[config.mk]
export PLATFORM = sky130hd
export DESIGN_NAME = fmul_pipe_flat
export DESIGN_NICKNAME = d
export VERILOG_FILES = /design/src/rtl/fmul_if.sv /design/src/rtl/fmul_pipe.sv /design/src/flat_wrapper.sv
export SDC_FILE = /design/constraint.sdc
export NUM_CORES = 1
export LEC_CHECK = 0
export CAP_MARGIN = 0
export CORE_AREA = 2 2 72 74
export CTS_BUF_LIST = sky130_fd_sc_hd__clkbuf_16
export CTS_CLUSTER_SIZE = 10
export DETAILED_ROUTE_END_ITERATION = 12
export DIE_AREA = 0 0 74 76
export HOLD_SLACK_MARGIN = 0.06
export PLACE_DENSITY = 0.91
export SLEW_MARGIN = 0
export SYNTH_ARGS = -nofsm -noshare
export SYNTH_HDL_FRONTEND = slang
export SYNTH_SLANG_ARGS = --single-unit
[constraint.sdc]
create_clock -name clk -period 4.1 [get_ports clk]
set_input_delay 1.23 -clock clk [delete_from_list [all_inputs] [get_ports clk]]
set_output_delay 1.23 -clock clk [all_outputs]
set_load 0.005 [all_outputs]
[src/rtl/fmul_if.sv]
`default_nettype none
// ============================================================================
//  Module   : fmul_if
//  Purpose  : Operand/result handshake bundle for fmul_pipe.
//             master = operand source / result sink, slave = multiplier.
//  Revision : 1.0  initial release
// ============================================================================
interface fmul_if #(
    parameter int W = 9
);
    logic         in_valid;
    logic         in_ready;
    logic [W-1:0] a;
    logic [W-1:0] b;
    logic         out_valid;
    logic         out_ready;
    logic [W-1:0] z;
    logic         ovf;
    logic         unf;

    modport master (
        output in_valid, a, b, out_ready,
        input  in_ready, out_valid, z, ovf, unf
    );

    modport slave (
        input  in_valid, a, b, out_ready,
        output in_ready, out_valid, z, ovf, unf
    );
endinterface
`default_nettype wire

[src/rtl/fmul_pipe.sv]
`default_nettype none
// ============================================================================
//  Module   : fmul_pipe
//  Purpose  : 3-stage pipelined sign/exponent/mantissa floating-point
//             multiplier with valid/ready flow control, zero handling,
//             saturating overflow and flush-to-zero underflow.
//             Build option: FMUL_RNE_EN -> round to nearest even in S2,
//             otherwise the dropped product bits are truncated.
//             The interface W parameter must equal 1+EXP_W+MAN_W.
//  Revision : 1.0  initial release
// ============================================================================
module fmul_pipe #(
    parameter int EXP_W = 3,
    parameter int MAN_W = 5,
    parameter int BIAS  = 4
) (
    input  wire logic clk,
    input  wire logic rst_n,
    fmul_if.slave     bus
);
    localparam int W  = 1 + EXP_W + MAN_W;
    localparam int PW = 2 * MAN_W + 2;     // full significand product width
    localparam int EW = EXP_W + 3;         // S2 exponent: room for +1 normalise and +1 round carry

    localparam logic signed [EXP_W+1:0] c_bias = (EXP_W+2)'(BIAS);
    localparam logic signed [EW-1:0]    c_emax = EW'((1 << EXP_W) - 1);
    localparam logic signed [EW-1:0]    c_emin = EW'(1);

    // ---------------- handshake ----------------
    logic r_s1_valid, r_s2_valid, r_out_valid;
    logic w_ld1, w_ld2, w_ld3;

    // A stage loads when it is empty or the stage after it is loading.
    assign w_ld3 = !r_out_valid || bus.out_ready;
    assign w_ld2 = !r_s2_valid  || w_ld3;
    assign w_ld1 = !r_s1_valid  || w_ld2;

    assign bus.in_ready = rst_n && w_ld1;

    // ---------------- stage 1: sign, zero, exponent sum, product ----------------
    logic [EXP_W-1:0]         w_a_exp, w_b_exp;
    logic [MAN_W-1:0]         w_a_man, w_b_man;
    logic signed [EXP_W+1:0]  w_esum;
    logic [PW-1:0]            w_prod;

    assign w_a_exp = bus.a[W-2:MAN_W];
    assign w_b_exp = bus.b[W-2:MAN_W];
    assign w_a_man = bus.a[MAN_W-1:0];
    assign w_b_man = bus.b[MAN_W-1:0];
    assign w_esum  = $signed({2'b00, w_a_exp}) + $signed({2'b00, w_b_exp}) - c_bias;
    assign w_prod  = PW'({1'b1, w_a_man}) * PW'({1'b1, w_b_man});

    logic                     r_s1_sign, r_s1_zero;
    logic signed [EXP_W+1:0]  r_s1_esum;
    logic [PW-1:0]            r_s1_prod;

    // S1 register: capture operands' derived fields on accept.
    always_ff @(posedge clk or negedge rst_n) begin
        if (!rst_n) begin
            r_s1_valid <= 1'b0;
            r_s1_sign  <= 1'b0;
            r_s1_zero  <= 1'b0;
            r_s1_esum  <= '0;
            r_s1_prod  <= '0;
        end else if (w_ld1) begin
            r_s1_valid <= bus.in_valid;
            if (bus.in_valid) begin
                r_s1_sign <= bus.a[W-1] ^ bus.b[W-1];
                r_s1_zero <= (w_a_exp == '0) || (w_b_exp == '0);
                r_s1_esum <= w_esum;
                r_s1_prod <= w_prod;
            end
        end
    end

    // ---------------- stage 2: normalise and round ----------------
    logic                 w_msb;
    logic signed [EW-1:0] w_e_norm, w_s2_e;
    logic [MAN_W-1:0]     w_man_trunc, w_s2_man;

    assign w_msb       = r_s1_prod[PW-1];
    assign w_e_norm    = {r_s1_esum[EXP_W+1], r_s1_esum} + {{(EW-1){1'b0}}, w_msb};
    assign w_man_trunc = w_msb ? r_s1_prod[2*MAN_W:MAN_W+1] : r_s1_prod[2*MAN_W-1:MAN_W];

`ifdef FMUL_RNE_EN
    logic             w_guard, w_sticky, w_inc;
    logic [MAN_W:0]   w_man_rnd;

    assign w_guard   = w_msb ? r_s1_prod[MAN_W]       : r_s1_prod[MAN_W-1];
    assign w_sticky  = w_msb ? |r_s1_prod[MAN_W-1:0]  : |r_s1_prod[MAN_W-2:0];
    assign w_inc     = w_guard && (w_sticky || w_man_trunc[0]);
    assign w_man_rnd = {1'b0, w_man_trunc} + {{MAN_W{1'b0}}, w_inc};
    // A carry out leaves the stored mantissa at zero; only the exponent moves.
    assign w_s2_man  = w_man_rnd[MAN_W-1:0];
    assign w_s2_e    = w_e_norm + {{(EW-1){1'b0}}, w_man_rnd[MAN_W]};
`else
    logic w_unused_low;
    assign w_unused_low = ^r_s1_prod[MAN_W-1:0];
    assign w_s2_man     = w_man_trunc;
    assign w_s2_e       = w_e_norm;
`endif

    logic                 r_s2_sign, r_s2_zero;
    logic signed [EW-1:0] r_s2_e;
    logic [MAN_W-1:0]     r_s2_man;

    // S2 register: normalised exponent and mantissa.
    always_ff @(posedge clk or negedge rst_n) begin
        if (!rst_n) begin
            r_s2_valid <= 1'b0;
            r_s2_sign  <= 1'b0;
            r_s2_zero  <= 1'b0;
            r_s2_e     <= '0;
            r_s2_man   <= '0;
        end else if (w_ld2) begin
            r_s2_valid <= r_s1_valid;
            if (r_s1_valid) begin
                r_s2_sign <= r_s1_sign;
                r_s2_zero <= r_s1_zero;
                r_s2_e    <= w_s2_e;
                r_s2_man  <= w_s2_man;
            end
        end
    end

    // ---------------- stage 3: exceptions and output register ----------------
    logic [W-1:0] w_z_next;
    logic         w_ovf_next, w_unf_next;

    // Exception priority: zero operand, overflow, underflow, normal.
    always_comb begin
        w_z_next   = {r_s2_sign, {(W-1){1'b0}}};
        w_ovf_next = 1'b0;
        w_unf_next = 1'b0;
        if (r_s2_zero) begin
            w_z_next = {r_s2_sign, {(W-1){1'b0}}};
        end else if (r_s2_e > c_emax) begin
            w_z_next   = {r_s2_sign, {(W-1){1'b1}}};
            w_ovf_next = 1'b1;
        end else if (r_s2_e < c_emin) begin
            w_unf_next = 1'b1;
        end else begin
            w_z_next = {r_s2_sign, r_s2_e[EXP_W-1:0], r_s2_man};
        end
    end

    logic [W-1:0] r_z;
    logic         r_ovf, r_unf;

    // Output register: holds its value while the consumer stalls.
    always_ff @(posedge clk or negedge rst_n) begin
        if (!rst_n) begin
            r_out_valid <= 1'b0;
            r_z         <= '0;
            r_ovf       <= 1'b0;
            r_unf       <= 1'b0;
        end else if (w_ld3) begin
            r_out_valid <= r_s2_valid;
            if (r_s2_valid) begin
                r_z   <= w_z_next;
                r_ovf <= w_ovf_next;
                r_unf <= w_unf_next;
            end
        end
    end

    assign bus.out_valid = r_out_valid;
    assign bus.z         = r_z;
    assign bus.ovf       = r_ovf;
    assign bus.unf       = r_unf;
endmodule
`default_nettype wire

[src/flat_wrapper.sv]
// flat-port wrapper written by rule: the top's interface ports become plain ports
module fmul_pipe_flat 
#(
    parameter int EXP_W = 3,
    parameter int MAN_W = 5,
    parameter int BIAS  = 4
)
  (clk, rst_n, bus_in_valid, bus_a, bus_b, bus_out_ready, bus_in_ready, bus_out_valid, bus_z, bus_ovf, bus_unf);
  fmul_if #(.W((1 + EXP_W + MAN_W))) bus_i ();
  input  wire logic clk;
  input  wire logic rst_n;
  input wire logic [$bits(bus_i.in_valid)-1:0] bus_in_valid;
  input wire logic [$bits(bus_i.a)-1:0] bus_a;
  input wire logic [$bits(bus_i.b)-1:0] bus_b;
  input wire logic [$bits(bus_i.out_ready)-1:0] bus_out_ready;
  output wire logic [$bits(bus_i.in_ready)-1:0] bus_in_ready;
  output wire logic [$bits(bus_i.out_valid)-1:0] bus_out_valid;
  output wire logic [$bits(bus_i.z)-1:0] bus_z;
  output wire logic [$bits(bus_i.ovf)-1:0] bus_ovf;
  output wire logic [$bits(bus_i.unf)-1:0] bus_unf;
  assign bus_i.in_valid = bus_in_valid;
  assign bus_i.a = bus_a;
  assign bus_i.b = bus_b;
  assign bus_i.out_ready = bus_out_ready;
  assign bus_in_ready = bus_i.in_ready;
  assign bus_out_valid = bus_i.out_valid;
  assign bus_z = bus_i.z;
  assign bus_ovf = bus_i.ovf;
  assign bus_unf = bus_i.unf;
  fmul_pipe #(.EXP_W(EXP_W), .MAN_W(MAN_W), .BIAS(BIAS)) u_core (.clk(clk), .rst_n(rst_n), .bus(bus_i));
endmodule
==> impl_summary.txt <==
----------------------------------------------------
[Setup path]
  Delay of the slowest cell on the worst path ... 0.52 ns
  Critical Path AT ... 4.33 ns
  Data required time of the critical path ... 4.31 ns
  Worst Path Max Fanout ... 5
  Cell occurring most often along the worst timing path ... sky130_fd_sc_hd__fa_1
  Crit path buf inv count ... 3
  Crit path kind ... input pin to register
  CP Capture Type ... register
  Worst path slowest cell ... sky130_fd_sc_hd__fa_1
  Cell family with most CP delay ... adder cells
  Worst-path cell chain ... buf_8 -> and2_4 -> fa_1 -> inv_2 -> fa_1 -> fa_1 -> inv_2 -> ha_4 -> and4_1 -> a221o_2 -> a2111o_1 -> nand3_1
  Kind of start point of the critical path ... input pin

[Power and ir drop]
  Static Leakage ... 0.00175 uW
  P per Cell Area ... 507 nW/um^2
  Peak supply drop ... 0.257 mV
  Overall power after layout ... 1860 uW

[Synth]
  Post-Synthesis Net Count ... 352
  Synth Area per Inst ... 9.81 um^2
  Number of synthesized flops with an enable pin ... 0
  Top cells by area in the synthesized netlist ... sky130_fd_sc_hd__dfrtp_1 (36%), sky130_fd_sc_hd__fa_1 (12%), sky130_fd_sc_hd__ha_1 (9.6%), sky130_fd_sc_hd__nand2_1 (5.1%), sky130_fd_sc_hd__o21ai_0 (4.6%)
  Synthesized area ... 2860 um^2
  Post-synthesis cell count ... 291
  Fraction of registers with async set/reset ... 1.00
  Library cells used by synthesis ... 46
  Count of state elements after synthesis ... 41
  Most common flop cell mapped by yosys ... sky130_fd_sc_hd__dfrtp_1
  Top cell type's share of synthesized area ... 0.359
  Sequential fraction of the synthesis area ... 0.359
  Cell type with the largest total area after synthesis ... sky130_fd_sc_hd__dfrtp_1
  Yosys warning total ... 0

[Clock network]
  Number of buffers inserted for hold repair after clock tree synthesis ... 0
  Later-pin clock latency in the skew report ... 0.28 ns
  TritonCTS clock tree ... done
  Clock tree root buffer cell ... sky130_fd_sc_hd__clkbuf_16
  Clock-pin slew on the worst setup and hold paths ... 0.05 ns
  Sink count of the clock tree ... 41
  Number of buffers added by the clock tree synthesis step ... 5
  Largest buffer count on any clock path ... 2
  Number of levels in the clock H-tree ... 2

[Finish]
  Post-layout instance area ... 3680 um^2
  Non-filler cells in the finished layout ... 423
  Area Overhead vs Synth ... 28.7%
  Count of inserted antenna diode cells ... 0
  Net count reported at finish ... 414
  Fraction of layout cells with a size suffix above 1 ... 0.241

[Timing]
  Final Hold Viols ... 0
  Transition time of the tightest slew-check pin ... 0.855 ns
  Relative slew slack ... 0.430
  Highest attainable clock frequency ... 243 MHz
  Final setup margin ... -0.0183 ns
  # setup viols final ... 4
  Unrepaired setup endpoints after global routing ... yes
  Tmin final ... 4.12 ns
  Sum of negative setup slack ... -0.0515 ns
  Final count of pins violating max slew ... 0
  Worst clock skew ... 0.00288 ns
  Share of the clock period used by the worst path ... 1.00

[Status]
  Run status ... finished, violations left
  Failing checks ... setup timing

[Placement]
  Post-DP Area ... 3450 um^2
  Hpwl dp ... 4.59 mm
  Port Buf Inserts ... 34
  Worst-case setup slack after placement ... -0.747 ns
  Placed cells ... 411
  Final RePlAce weighted congestion ... 0.893

[Floorplan]
  Core region area ... 4910 um^2
  Die extent in y ... 76 um
  Number of top-level design ports ... 35
  Floorplan die area ... 5620 um^2
  Die width ... 74 um
  Starting utilization of the core area ... 0.581
  Std-Cell Rows ... 26

[Global routing]
  Pin count of the biggest net entering global routing ... 42
  Total routing usage reported by global routing ... 0.234
  First-pass GRT wire length ... 10.4 mm
  Global route total overflow ... 0
  Number of antenna violations at the first check in global routing ... 0
  Via count of the first global-routing pass ... 2,416

[Drt]
  Drt wl/cell ... 13.9 um
  DRT Wirelength ... 5.90 mm
  Routed via count divided by cell count ... 5.39
  Residual DRC count ... 0
  Drt initial violations ... 82
  Detailed Routing Iterations Pass 1 ... 5
  Post-route antenna net violation count ... 0
  Routed vias ... 2,282

[Job]
  Reported max-cap violation count ... 0

[Hold path]
  Path class of the lowest-slack min-delay path ... register to register

----------------------------------------------------
synthesized netlist by cell type, types with 3 or more instances:
cell and n:
sky130_fd_sc_hd__nand2b_1 4, sky130_fd_sc_hd__inv_1 31, sky130_fd_sc_hd__mux2_2 5, sky130_fd_sc_hd__ha_1 22
sky130_fd_sc_hd__clkbuf_1 6, sky130_fd_sc_hd__o21ai_0 26, sky130_fd_sc_hd__xor2_1 3, sky130_fd_sc_hd__fa_1 17
sky130_fd_sc_hd__nand2_1 39, sky130_fd_sc_hd__xnor2_1 4, sky130_fd_sc_hd__mux2i_1 5, sky130_fd_sc_hd__dfrtp_1 41
sky130_fd_sc_hd__and2_2 4, sky130_fd_sc_hd__and2_1 12, sky130_fd_sc_hd__nor2_1 7, sky130_fd_sc_hd__a2111o_1 3
sky130_fd_sc_hd__a221o_1 5, sky130_fd_sc_hd__nand3_1 8, sky130_fd_sc_hd__a21oi_1 10, sky130_fd_sc_hd__nor3_1 5
report_power, final:
part,switching [uW],internal [uW]
clock,142,217
combinational,385,460
sequential,105,553
cell type report:
class | instances | area (um^2)
clock buffer | 5 | 125
clock inverter | 2 | 7.51
fill | 335 | 1240
inverter | 31 | 116
multi-input combinational | 208 | 1730
sequential | 41 | 1030
tap | 70 | 87.6
timing repair buffer | 66 | 583
what timing repair did:
item | in CTS | in global routing
buffers inserted | 4 | 1
resized for setup | 55 | 16
cloned | 0 | 0
pin swaps | 13 | 12
setup endpoints to repair | 6 | 6
worst reg2reg max path: cells and delay by family, from the launching register on:
| family | cells | cell delay, ns |
|---|---|---|
| buf+inv | 1 | 0.16 |
| simple gates | 3 | 0.84 |
| flops | 1 | 0.41 |
| compound gates | 1 | 0.56 |
per-stage QoR:
step,hold WS [ns],utilization
finish,0.475,0.748
detailed placement,0.465,0.702
floorplan,0.442,-
global placement,0.459,0.702
CTS,0.478,0.737
global route,0.506,0.748
final timing paths:
kind / endpoint / slack [ns] / start / depth (start not counted)
setup reg to reg: u_core.r_s1_prod[11] / 2.06 / u_core.r_s2_valid / 5
hold reg to reg: u_core.bus.z[6] / 0.47 / u_core.bus.z[6] / 2
max in group asynchronous: u_core.r_s2_e[4] / 2.73 / rst_n / 2
min in group asynchronous: u_core.bus.out_valid / 1.02 / rst_n / 2
setup / recovery: u_core.r_s1_prod[10] / -0.02 / bus_b[1] / 12
hold / removal: u_core.bus.z[6] / 0.47 / u_core.bus.z[6] / 2
registers in the layout (all words and copies together), names as in the netlist:
register              count
u_core.r_s2_sign          1
u_core.bus.z              9
u_core.r_s2_zero          1
u_core.r_s1_sign          1
u_core.bus.unf            1
u_core.r_s2_man           5
u_core.bus.out_valid      1
u_core.r_s2_valid         1
u_core.r_s1_esum          5
u_core.r_s1_prod          7
u_core.r_s1_valid         1
u_core.r_s1_zero          1
u_core.r_s2_e             6
u_core.bus.ovf            1
routing by layer:
layer,part of all wire,track usage,up-vias
met5,0,0,-
met1,0.39,0.265,1099
met4,0.027,0.113,0
met3,0.028,0.0423,16
met2,0.55,0.412,51
li1,-,-,1116
cells in the final DEF, fill, tap and decap left out, types with 3 or more instances in the layout:
master and count:
sky130_fd_sc_hd__fa_1 17, sky130_fd_sc_hd__ha_1 19, sky130_fd_sc_hd__nand2b_1 4, sky130_fd_sc_hd__nor3_1 5, sky130_fd_sc_hd__a21oi_1 8, sky130_fd_sc_hd__and2_1 8, sky130_fd_sc_hd__a221o_1 5, sky130_fd_sc_hd__inv_2 5
sky130_fd_sc_hd__nor2_1 7, sky130_fd_sc_hd__clkbuf_16 5, sky130_fd_sc_hd__dfrtp_1 41, sky130_fd_sc_hd__o21ai_0 25, sky130_fd_sc_hd__buf_2 3, sky130_fd_sc_hd__mux2_2 5, sky130_fd_sc_hd__a2111o_1 3, sky130_fd_sc_hd__nand2_1 38
sky130_fd_sc_hd__and2_4 6, sky130_fd_sc_hd__buf_6 6, sky130_fd_sc_hd__inv_1 27, sky130_fd_sc_hd__buf_4 32, sky130_fd_sc_hd__xor2_1 3, sky130_fd_sc_hd__mux2i_1 5, sky130_fd_sc_hd__xnor2_1 3, sky130_fd_sc_hd__nand3_1 6
sky130_fd_sc_hd__clkdlybuf4s50_1 23
cells by family (layout without fill, tap and decap cells):
family / after synthesis / count (layout) / share of synthesized area
buf+inv: 42 / 104 / 0.0613
mux: 10 / 10 / 0.0372
fa+ha+maj: 39 / 39 / 0.216
xor+xnor: 7 / 7 / 0.0215
flops: 41 / 41 / 0.359
simple gates: 96 / 96 / 0.175
compound gates: 56 / 56 / 0.130
(Power assumes the default switching activity.)
